**config.mk**
```make
export PLATFORM = sky130hd
export DESIGN_NAME = stack_arbiter_ctrl
export DESIGN_NICKNAME = d
export VERILOG_FILES = /design/src/rtl/stack_pkg.sv /design/src/rtl/stack_arbiter_ctrl.sv
export SDC_FILE = /design/constraint.sdc
export NUM_CORES = 1
export LEC_CHECK = 0
export CAP_MARGIN = 20
export CORE_ASPECT_RATIO = 1.5
export CORE_MARGIN = 4
export CORE_UTILIZATION = 44
export CTS_BUF_LIST = sky130_fd_sc_hd__clkbuf_4 sky130_fd_sc_hd__clkbuf_8
export DETAILED_ROUTE_END_ITERATION = 16
export MAX_ROUTING_LAYER = met4
export PLACE_DENSITY = 0.76
export SLEW_MARGIN = 20
export SYNTH_ARGS = -nofsm -noshare
export SYNTH_HDL_FRONTEND = slang
export SYNTH_SLANG_ARGS = --single-unit
```
**constraint.sdc**
```tcl
create_clock -name clk -period 2.2 [get_ports clk]
set_clock_uncertainty 0.1 [all_clocks]
set_input_delay 0.33 -clock clk [delete_from_list [all_inputs] [get_ports clk]]
set_output_delay 0.33 -clock clk [all_outputs]
set_load 0.005 [all_outputs]
```
**src/rtl/stack_pkg.sv**
```systemverilog
// Shared types and constants for the return-address stack sequencer/arbiter.
package stack_pkg;

  typedef enum logic [1:0] {
    IDLE = 2'd0,
    EXEC = 2'd1,
    RESP = 2'd2,
    ERR  = 2'd3
  } state_t;

  localparam logic OP_PUSH = 1'b0;
  localparam logic OP_POP  = 1'b1;

  localparam logic REQ_R0 = 1'b0;
  localparam logic REQ_R1 = 1'b1;

endpackage

```
**src/rtl/stack_arbiter_ctrl.sv**
```systemverilog
// Two-requester arbiter and sequencer for the shared return-address stack memory.
//  state | meaning
//  IDLE  | sample requests, r1 has priority; latch grant, op and push data
//  EXEC  | perform memory access or flag overflow/underflow
//  RESP  | one-cycle ack to the granted requester, nak if rejected
//  ERR   | requests ignored until err_clr
module stack_arbiter_ctrl
  import stack_pkg::*;
#(
  parameter  int WIDTH  = 10,
  parameter  int NWORDS = 16,
  localparam int AW     = $clog2(NWORDS)
) (
  input  logic             clk,
  input  logic             reset,
  input  logic             r0_req,
  input  logic             r0_op,
  input  logic [WIDTH-1:0] r0_wdata,
  input  logic             r1_req,
  input  logic             r1_op,
  input  logic [WIDTH-1:0] r1_wdata,
  output logic             ack0,
  output logic             ack1,
  output logic             nak,
  output logic [WIDTH-1:0] rd_data,
  output logic             full,
  output logic             empty,
  output logic [AW:0]      count,
  output logic             err_ovf,
  output logic             err_unf,
  input  logic             err_clr,
  output logic             mem_we,
  output logic [AW-1:0]    mem_addr,
  output logic [WIDTH-1:0] mem_wdata,
  input  logic [WIDTH-1:0] mem_rdata
);

  localparam logic [AW:0] CNT_MAX = (AW+1)'(NWORDS);

  state_t           state;
  logic             gnt;
  logic             op_q;
  logic [AW-1:0]    sp;

  logic             sel_op;
  logic [WIDTH-1:0] sel_wdata;

  assign sel_op    = r1_req ? r1_op    : r0_op;
  assign sel_wdata = r1_req ? r1_wdata : r0_wdata;

  always_ff @(posedge clk or negedge reset) begin
    if (!reset) begin
      state     <= IDLE;
      gnt       <= REQ_R0;
      op_q      <= OP_PUSH;
      sp        <= '1;
      count     <= '0;
      full      <= 1'b0;
      empty     <= 1'b1;
      ack0      <= 1'b0;
      ack1      <= 1'b0;
      nak       <= 1'b0;
      rd_data   <= '0;
      err_ovf   <= 1'b0;
      err_unf   <= 1'b0;
      mem_we    <= 1'b0;
      mem_addr  <= '1;
      mem_wdata <= '0;
    end else begin
      // Clear first so an error raised in EXEC the same cycle still sticks.
      if (err_clr) begin
        err_ovf <= 1'b0;
        err_unf <= 1'b0;
      end
      case (state)
        IDLE: begin
          if (r0_req || r1_req) begin
            gnt   <= r1_req ? REQ_R1 : REQ_R0;
            op_q  <= sel_op;
            state <= EXEC;
            if (sel_op == OP_PUSH && !full) begin
              mem_we    <= 1'b1;
              mem_addr  <= sp + 1'b1;
              mem_wdata <= sel_wdata;
            end else begin
              mem_addr  <= sp;
            end
          end
        end
        EXEC: begin
          mem_we <= 1'b0;
          if (op_q == OP_PUSH) begin
            if (!full) begin
              sp       <= sp + 1'b1;
              mem_addr <= sp + 1'b1;
              count    <= count + 1'b1;
              full     <= (count + 1'b1) == CNT_MAX;
              empty    <= 1'b0;
            end else begin
              err_ovf <= 1'b1;
              nak     <= 1'b1;
            end
          end else begin
            if (!empty) begin
              rd_data  <= mem_rdata;
              sp       <= sp - 1'b1;
              mem_addr <= sp - 1'b1;
              count    <= count - 1'b1;
              empty    <= count == (AW+1)'(1);
              full     <= 1'b0;
            end else begin
              err_unf <= 1'b1;
              nak     <= 1'b1;
            end
          end
          ack0  <= (gnt == REQ_R0);
          ack1  <= (gnt == REQ_R1);
          state <= RESP;
        end
        RESP: begin
          ack0  <= 1'b0;
          ack1  <= 1'b0;
          nak   <= 1'b0;
          state <= nak ? ERR : IDLE;
        end
        ERR: begin
          if (err_clr) state <= IDLE;
        end
        default: state <= IDLE;
      endcase
    end
  end

endmodule
```
==> impl_metrics.csv, run 1 <==
group,metric,value,unit
status,status,"finished, final reports clean",
synthesis,synth_top_flop_cell,"dfrtp_1",
placement,detailed_place.area,3230,um2
routing,drc,0,
setup_path,critPathTopFamily,"flip-flops",
clock_tree,insertion_delay,290,ps
synthesis,ys_seq_elements,45,
synthesis,seq_area_frac_synth,46.9,%
clock_tree,numCtsBuffers,5,
routing,drt_first_pass_iters,4,
setup_path,crit_path_end_kind,"output pin",
setup_path,r2r_start,"state[0]",
timing,finalSetupTns,0,ps
clock_tree,clkTransAtPathRegs,80,ps
global_routing,antenna_found_initial,0,
routing,wl_per_cell,13.4,um
synthesis,syn_area,2430,um2
placement,dpl.hpwl,3.86,mm
floorplanning,rows,32,
synthesis,synth_top_cell_by_area,"dfrtp_1",
timing,rsz0062_at_grt,"false",
floorplanning,core_region_area,5250,um2
setup_path,path_max_fanout,9,
setup_path,critPathRequiredTime,1770,ps
clock_tree,cts_root_buf,"clkbuf_8",
routing,drtIter0Drc,64,
placement,place_inst,354,
placement,dp_slack,65.7,ps
placement,port_buffers,73,
synthesis,yosysWarnings,0,
routing,vias,1807,
global_routing,grt_use_total,15.9,%
global_routing,grt_pass1_vias,1875,
run,max_cap_violations,0,
floorplanning,die_h,99.0,um
timing,drv_slew,0,
power,fin_total_pwr,4.51,mW
setup_path,critPathKind,"flip-flop to output pin",
synthesis,yosysTopAreaCellShare,37.1,%
global_routing,grt_pass1_wl,8.19,mm
floorplanning,die_area,6790,um2
setup_path,slowest_delay,600,ps
floorplanning,initial_core_util,46.3,%
synthesis,async_flop_share,100,%
finish,area_delta_synth_final,37.5,%
power,ir_drop,0.632,mV
setup_path,cp-startpoint,"full",
finish,drive_gt1_share,20.0,%
routing,ant_nets,0,
finish,fin_cells,363,
clock_tree,cts_setup_buffers,0,
synthesis,synth_area_per_cell,11.2,um2
timing,finalHoldViolations,0,
setup_path,cp.arrival,1470,ps
global_routing,grt_max_degree,25,
timing,max_clock_freq,525,MHz
power,power_density,1350,nW/um2
floorplanning,fp.dieW,68.6,um
timing,setup_ws,297,ps
global_routing,gr-total-overflow,0,
timing,min_period,1900,ps
routing,vias_per_cell,4.98,
finish,final_nets,341,
clock_tree,htree_levels,2,
min_path,hp-class,"flip-flop to flip-flop",
min_path,hold_path_startpoint,"ack0",
synthesis,synthTopCellsByArea,"dfrtp_1 (37%), dfstp_2 (9.7%), mux2_4 (6.8%)",
synthesis,synth_cell_types,44,
power,p_leak,1.44,nW
synthesis,synth_edf_count,0,
timing,relSlewSlack,65.4,%
clock_tree,tritoncts,"done",
timing,setup_viol,0,
setup_path,startpoint_type,"flip-flop",
synthesis,synth_nets,263,
clock_tree,clock_path_buffers,2,
timing,worst-slew-pin-transition,519,ps
placement,gp_congestion,0.837,
timing,min_period_over_period,86.5,%
floorplanning,num_io_pins,74,
finish,antenna_cells,0,
clock_tree,cts.sinks,45,
setup_path,path_cells,"clkdlybuf4s50_1",
finish,finalInstanceArea,3340,um2
synthesis,syn_inst,216,
setup_path,crit_buf_inv,1,
routing,wl,4.87,mm
setup_path,cp_slowest_cell,"dfrtp_1",
[per-layer routing]
| metal | up-vias | wire length [um] | GRT usage (%) |
|---|---|---|---|
| met5 | - | 0 | - |
| met4 | 0 | 83 | 5.67 |
| met3 | 6 | 374 | 3.65 |
| met2 | 68 | 2510 | 27.3 |
| met1 | 841 | 1910 | 17.2 |
| li1 | 892 | - | - |
[worst paths after layout]
| check | endpoint | slack (ps) | cells after the start |
|---|---|---|---|
| worst max-delay path | full | 300 | 1 |
| worst min-delay path | ack0 | 410 | 1 |
| worst max register to register | mem_addr[0] | 310 | 5 |
| worst min register to register | ack0 | 410 | 1 |
| max in group asynchronous | mem_addr[0] | 980 | 3 |
| min in group asynchronous | count[3] | 440 | 2 |
[where the power goes]
group	switching (mW)	total [mW]	internal (mW)	leakage, nW
clock	0.256	0.537	0.281	0.0523
sequential	0.354	1.64	1.28	0.519
combinational	0.966	2.33	1.37	0.871
[registers in the layout, indices dropped and copies added (netlist names), 2 cells and up]
| name | flops |
|---|---|
| count | 5 |
| mem_addr | 4 |
| mem_wdata | 10 |
| rd_data | 10 |
| sp | 4 |
| state | 2 |
[final cells by class]
class | count | area, um2
Timing Repair Buffer | 81 | 813
Tap cell | 68 | 85.1
Fill cell | 451 | 1910
Inverter | 12 | 45.0
Sequential cell | 45 | 1140
Clock buffer | 8 | 97.6
Multi-Input combinational cell | 149 | 1160
[Yosys cell counts (2+ instances only)]
cell      count
nand2_1      13
a22o_1        2
buf_4         2
ha_1         10
nand2b_1      3
mux2i_1      12
xnor2_1       5
mux2_4       11
dfrtp_1      36
inv_1        11
xor2_1        8
mux2_2        4
a21oi_2      11
nand3_1       4
a21oi_1      14
nor2_1       24
o21ai_0       6
dfstp_2       9
buf_6         5
nand3b_1      2
[through the flow]
step	hold WS, ps	utilization (%)
after CTS	415	63.6
after floorplan	-65.6	-
after detailed placement	235	61.6
final	411	63.6
after global placement	234	61.6
after global routing	420	63.6
[layout by cell type (no fill, tap or decap), types with 2 or more instances in the layout]
master           netlist  layout
clkbuf_8               0       6
xor2_1                 8       8
nand3b_1               2       2
mux2i_1               12      12
inv_1                 11      11
dfstp_2                9       9
clkdlybuf4s50_1        0      72
nand2b_1               3       3
a22o_1                 2       2
buf_4                  2       5
xnor2_1                5       5
dfrtp_1               36      36
o21ai_0                6       6
mux2_4                11      11
nand3_1                4       4
mux2_2                 4       4
clkbuf_4               0       2
ha_1                  10      10
a21oi_1               14      14
nor2_1                24      24
a21oi_2               11      11
nand2_1               13      13
buf_12                 0       2
[what timing repair did]
item                      in CTS  in global routing
hold buffers                   1                  0
resized for setup              0                  0
hold endpoints to repair      20                  0
[cell families after synthesis]
kind of cell / Yosys count / synth area share [%]
xor+xnor: 13 / 4.69
mux: 27 / 13.6
fa+ha+maj: 10 / 5.15
simple gates: 57 / 11.8
buf+inv: 22 / 5.36
flops: 45 / 46.9
compound gates: 42 / 12.6
Note: power is estimated with default switching activity, not from simulation.
==> run 2, diff against run 1 <==
--- a/config.mk
+++ b/config.mk
@@ -9,7 +9,7 @@
 export CORE_ASPECT_RATIO = 1.5
 export CORE_MARGIN = 4
 export CORE_UTILIZATION = 44
-export CTS_BUF_LIST = sky130_fd_sc_hd__clkbuf_4 sky130_fd_sc_hd__clkbuf_8
+export CTS_BUF_LIST = sky130_fd_sc_hd__clkbuf_8
 export DETAILED_ROUTE_END_ITERATION = 16
 export MAX_ROUTING_LAYER = met4
 export PLACE_DENSITY = 0.76
==> impl_metrics.csv, run 2 (synthesis gave the netlist of run 1 again) <==
group,metric,value,unit
clock_tree,cts_resized,0,
finish,fill_cells,451,
setup_path,path_max_fanout,9,
routing,drt_first_pass_iters,4,
timing,finalSetupTns,0,ps
clock_tree,numCtsBuffers,5,
global_routing,gr-total-overflow,0,
global_routing,antenna_found_initial,0,
global_routing,grt_max_degree,25,
setup_path,path_cells,"clkdlybuf4s50_1",
setup_path,slowest_delay,600,ps
global_routing,grt_pass1_vias,1877,
setup_path,critPathTopFamily,"flip-flops",
clock_tree,cts.sinks,45,
placement,gp_congestion,0.837,
timing,max_clock_freq,525,MHz
finish,finalInstanceArea,3330,um2
timing,min_period,1900,ps
floorplanning,core_region_area,5250,um2
placement,port_buffers,73,
min_path,hold_path_startpoint,"ack0",
min_path,whs_path_depth,1,
routing,wl,4.87,mm
global_routing,grt_use_total,15.9,%
finish,reg.largest.list,"mem_wdata (10), rd_data (10), count (5)",
clock_tree,htree_levels,2,
placement,detailed_place.area,3230,um2
routing,vias,1807,
timing,setup_viol,0,
timing,relSlewSlack,65.4,%
status,status,"finished, final reports clean",
run,max_cap_violations,0,
floorplanning,die_h,99.0,um
timing,min_period_over_period,86.5,%
finish,antenna_cells,0,
clock_tree,cts_root_buf,"clkbuf_8",
setup_path,crit_buf_inv,1,
floorplanning,fp.dieW,68.6,um
finish,fin_util,63.5,%
clock_tree,clock_path_buffers,2,
placement,dpl.hpwl,3.86,mm
floorplanning,initial_core_util,46.3,%
power,p_leak,1.44,nW
routing,ant_nets,0,
finish,area_delta_synth_final,37.2,%
power,power_density,1340,nW/um2
timing,fin_hold_ws,411,ps
timing,drv_slew,0,
setup_path,r2r_start,"state[0]",
routing,wl_per_cell,13.4,um
timing,finalHoldViolations,0,
finish,multiInputGateArea,1160,um2
routing,drtIter0Drc,57,
setup_path,cp.arrival,1470,ps
setup_path,critPathKind,"flip-flop to output pin",
clock_tree,cts_setup_buffers,0,
finish,final_nets,341,
setup_path,cp_slowest_cell,"dfrtp_1",
floorplanning,die_area,6790,um2
setup_path,cp-startpoint,"full",
clock_tree,insertion_delay,290,ps
routing,vias_per_cell,4.98,
floorplanning,rows,32,
setup_path,r2r_setup_slack,310,ps
clock_tree,tritoncts,"done",
routing,drc,0,
power,ir_drop,0.635,mV
min_path,hp-class,"flip-flop to flip-flop",
timing,rsz0062_at_grt,"false",
setup_path,crit_path_end_kind,"output pin",
finish,drive_gt1_share,19.3,%
clock_tree,hold_buffers,1,
floorplanning,num_io_pins,74,
finish,seq_area,1140,um2
finish,final_cell_mix,"clkdlybuf4s50_1 (72), dfrtp_1 (36), nor2_1 (24)",
clock_tree,clkTransAtPathRegs,80,ps
finish,final_common_cell,"clkdlybuf4s50_1",
setup_path,reg2reg_to,"mem_addr[0]",
setup_path,r2r_cells,5,
setup_path,critPathRequiredTime,1770,ps
global_routing,grt_pass1_wl,8.19,mm
timing,worst-slew-pin-transition,519,ps
min_path,hold_path_end,"ack0",
setup_path,startpoint_type,"flip-flop",
-- run 2: cell count changes in the layout (fill, tap and decap cells not counted), sizes merged --
cell and delta:
clkbuf -2, inv +2
-- run 2: routing by layer --
layer  share of wire [%]  global-route usage [%]  up-vias  routed length, um
met5                   0                       -        -                  0
met2                  52                    27.3       68               2510
li1                    -                       -      892                  -
met3                 7.7                    3.65        6                374
met4                 1.7                    5.67        0                 83
met1                  39                    17.2      841               1900
-- run 2: per-stage QoR --
| stage | setup WS [ps] | total power [mW] | instances |
|---|---|---|---|
| 3_3_place_gp | 99.4 | 3.95 | 354 |
| 6_report | 297 | 4.48 | 363 |
| 4_1_cts | 289 | 4.54 | 363 |
| 5_1_grt | 198 | 4.84 | 363 |
| 2_1_floorplan | 268 | 3.02 | 216 |
| 3_5_place_dp | 65.7 | 4.02 | 354 |
-- run 2: power breakdown --
| part | switching (mW) | internal (mW) |
|---|---|---|
| Clock | 0.256 | 0.247 |
| Combinational | 0.967 | 1.37 |
| Sequential | 0.354 | 1.28 |
-- run 2: worst max-delay path by stage --
stage                     slack, ps           to  cells past startpoint
after global routing            200  mem_addr[0]                      5
after detailed placement         70  mem_addr[2]                      6
final                           300         full                      1
after floorplan                 270  mem_addr[0]                      6
after global placement          100  mem_addr[2]                      6
after CTS                       290         full                      1
-- run 2: layout make-up --
| cell class | instances | share of cell area [%] |
|---|---|---|
| Clock buffer | 6 | 2.48 |
| Clock inverter | 2 | 0.225 |
| Inverter | 12 | 1.35 |
| Multi-Input combinational cell | 149 | 34.8 |
| Sequential cell | 45 | 34.1 |
| Tap cell | 68 | 2.55 |
| Timing Repair Buffer | 81 | 24.4 |
==> RTL change (settings of run 2) <==
The 4 states of `state_t` get a one-hot encoding in 4 bits.
--- a/src/rtl/stack_pkg.sv
+++ b/src/rtl/stack_pkg.sv
@@ -1,11 +1,11 @@
 // Shared types and constants for the return-address stack sequencer/arbiter.
 package stack_pkg;
 
-  typedef enum logic [1:0] {
-    IDLE = 2'd0,
-    EXEC = 2'd1,
-    RESP = 2'd2,
-    ERR  = 2'd3
+  typedef enum logic [3:0] {
+    IDLE = 4'b0001,
+    EXEC = 4'b0010,
+    RESP = 4'b0100,
+    ERR  = 4'b1000
   } state_t;
 
   localparam logic OP_PUSH = 1'b0;
Formal check against the unedited RTL: same outputs for any inputs over 10 cycles, from zero or initial values and one cycle with reset low; not proved beyond that.
==> RTL change against run 2 <==
Synthesized cell count is 4.6% lower; area after synthesis is 3.2% lower; die area is 2.9% lower; sequential cell count is 2 higher; wire length is 14% higher; design area hardly changed; utilization is 0.94 points higher; combinational power is 14% lower; hold slack worse by 0.023 ns; global-route usage is 2.9 points higher; clock power is 5.6% higher; setup slack worse by 0.13 ns; total power is 5.3% lower; first-iteration DRC count is 14% lower.
==> RTL change: results (changes against run 2) <==
| Metric | Value |
|---|---|
| CTS resizes | 0 (unchanged) |
| Dpl cell area | 0.00322 mm² (was 0.00323 mm²) |
| Nets | 336 (was 341) |
| WL/cell | 15.4 µm (was 13.4 µm) |
| # fillers | 425 (was 451) |
| Initial antenna violation count | 0 (unchanged) |
| Final WL | 5570 µm (was 4870 µm) |
| Synth top cells by count | dfrtp_1, mux2_2, nand2_1 (was dfrtp_1, nor2_1, a21oi_1) |
| Syn_nets | 249 (was 263) |
| Drt initial violations | 49 (was 57) |
| IO Port Bufs | 73 (unchanged) |
| Hold path start | mem_addr[2] (was ack0) |
| Post-CTS setup buffer count | 0 (unchanged) |
| Area share of fa/ha/maj cells after synthesis | 3.20% (was 5.15%) |
| Global-route wire length before repair | 9200 µm (was 8190 µm) |
| Static Leak | 1.41 nW (was 1.44 nW) |
| Worst IR drop on VDD | 0.802 mV (was 0.635 mV) |
| Dpl ws | -0.00741 ns (was 0.0657 ns) |
| Max Root-Sink Buffers | 2 (unchanged) |
| Root Buffer | clkbuf_8 (unchanged) |
| H-Tree Depth | 2 (unchanged) |
| RD Place Congestion | 0.843 (was 0.837) |
| Synth top area cells | dfrtp_1, mux2_2, dfstp_2, ha_1, xnor2_1 (was dfrtp_1, dfstp_2, mux2_4, ha_1, mux2i_1) |
| Clock Pin Slew Worst Setup and Hold Paths | 0.08 ns (about the same) |
| Ys flop type | dfrtp_1 (unchanged) |
| Mux share of post-synthesis cell area | 15.7% (was 13.6%) |
| Area of the multi-input gates | 0.00107 mm² (was 0.00116 mm²) |
| Compound-Gate Fraction of Synth Area | 10.7% (was 12.6%) |
| Vias in the first global route | 1952 (was 1877) |
| Worst-Skew Late Latency | 0.30 ns |
| Seq/Total Area, Yosys | 50.6% (was 46.9%) |
| RR Startpoint | state[0] (unchanged) |
| Vias per inst | 5.10 (was 4.98) |
| Asr flop ratio synth | 100% (unchanged) |
| Yosys warns | 0 (unchanged) |
| Syn avg cell area | 11.4 µm² (was 11.2 µm²) |
| CP max FO | 7 (was 9) |
| Worst EP arrival | 2.16 ns (was 1.47 ns) |
| Share of cells above drive strength 1 | 23.8% (was 19.3%) |
| CTS Buf Count | 5 (unchanged) |
| Outcome | completed (unchanged) |
| XOR/XNOR Fraction of Synth Area | 4.48% (was 4.69%) |
| Worst min-delay path class | register to register (unchanged) |
| Inst Count DP | 353 (was 354) |
| Detailed Place HPWL | 4370 µm (was 3860 µm) |
| Rel. slew slack | 59.8% (was 65.4%) |
| WS Path Type | register to register (was register to output pin) |
| Row cnt | 32 (unchanged) |
| Netlist cell types | 45 (was 44) |
| Antenna Cells | 0 (unchanged) |
| Tot GR Track Use | 18.8% (was 15.9%) |
| CTS Hold Bufs | 1 (unchanged) |
| First-pass DRT Iterations | 4 (unchanged) |
| Biggest registers after layout | mem_wdata: 10 flops, rd_data: 10 flops, count: 5 flops (unchanged) |
| Largest net degree at the start of global routing | 28 (was 25) |
## RTL change: changes by cell type after synthesis, sizes merged, moves of 4 or more
cell and change:
xor2 -4, mux2 +16, ha -4, nor2 -16, mux2i -10, o21ai +4
a21oi -18
## RTL change: path summary, 6_finish.rpt
path	endpoint	depth (start not counted)	slack, ns
setup / recovery	mem_addr[3]	6	0.17
setup reg to reg	mem_addr[3]	6	0.17
hold / removal	mem_addr[2]	2	0.39
hold reg to reg	mem_addr[2]	2	0.39
min in group asynchronous	rd_data[0]	2	0.46
max in group asynchronous	mem_wdata[5]	3	0.94
## RTL change: kinds of logic after synthesis
kind of cell / after synthesis
AO/OA/AOI/OAI: 38
XOR/XNOR: 12
adder cells (fa/ha/maj): 6
buffers and inverters: 21
flip-flops: 47
multiplexers: 33
AND/OR/NAND/NOR: 49
## RTL change: metal layers
metal | up-vias | share of wire, % | track usage (%)
met5 | - | 0 | -
met4 | 0 | 2.9 | 8.13
met3 | 11 | 3.4 | 2.78
met2 | 41 | 54 | 32.3
met1 | 896 | 40 | 20.7
li1 | 899 | - | -
## RTL change: where the power goes
group	switching (mW)	internal (mW)	leakage [nW]	total, mW
Sequential	0.373	1.32	0.541	1.70
Clock	0.282	0.249	0.0524	0.531
Combinational	0.772	1.24	0.812	2.01
## RTL change: area by class of cell
class                           instances  share of cell area [%]
Timing Repair Buffer                   89                    25.5
Clock buffer                            6                    2.48
Clock inverter                          2                   0.263
Multi-Input combinational cell        138                    32.1
Inverter                               12                    1.35
Tap cell                               68                    2.56
Sequential cell                        47                    35.7
## RTL change: critical path: stages, from the launching register on
cell and delay, ns:
dfstp_2 0.60, or4b_4 0.19, inv_2 0.07, buf_4 0.15, or4_1 0.51, and4b_1 0.21
nor3_1 0.12
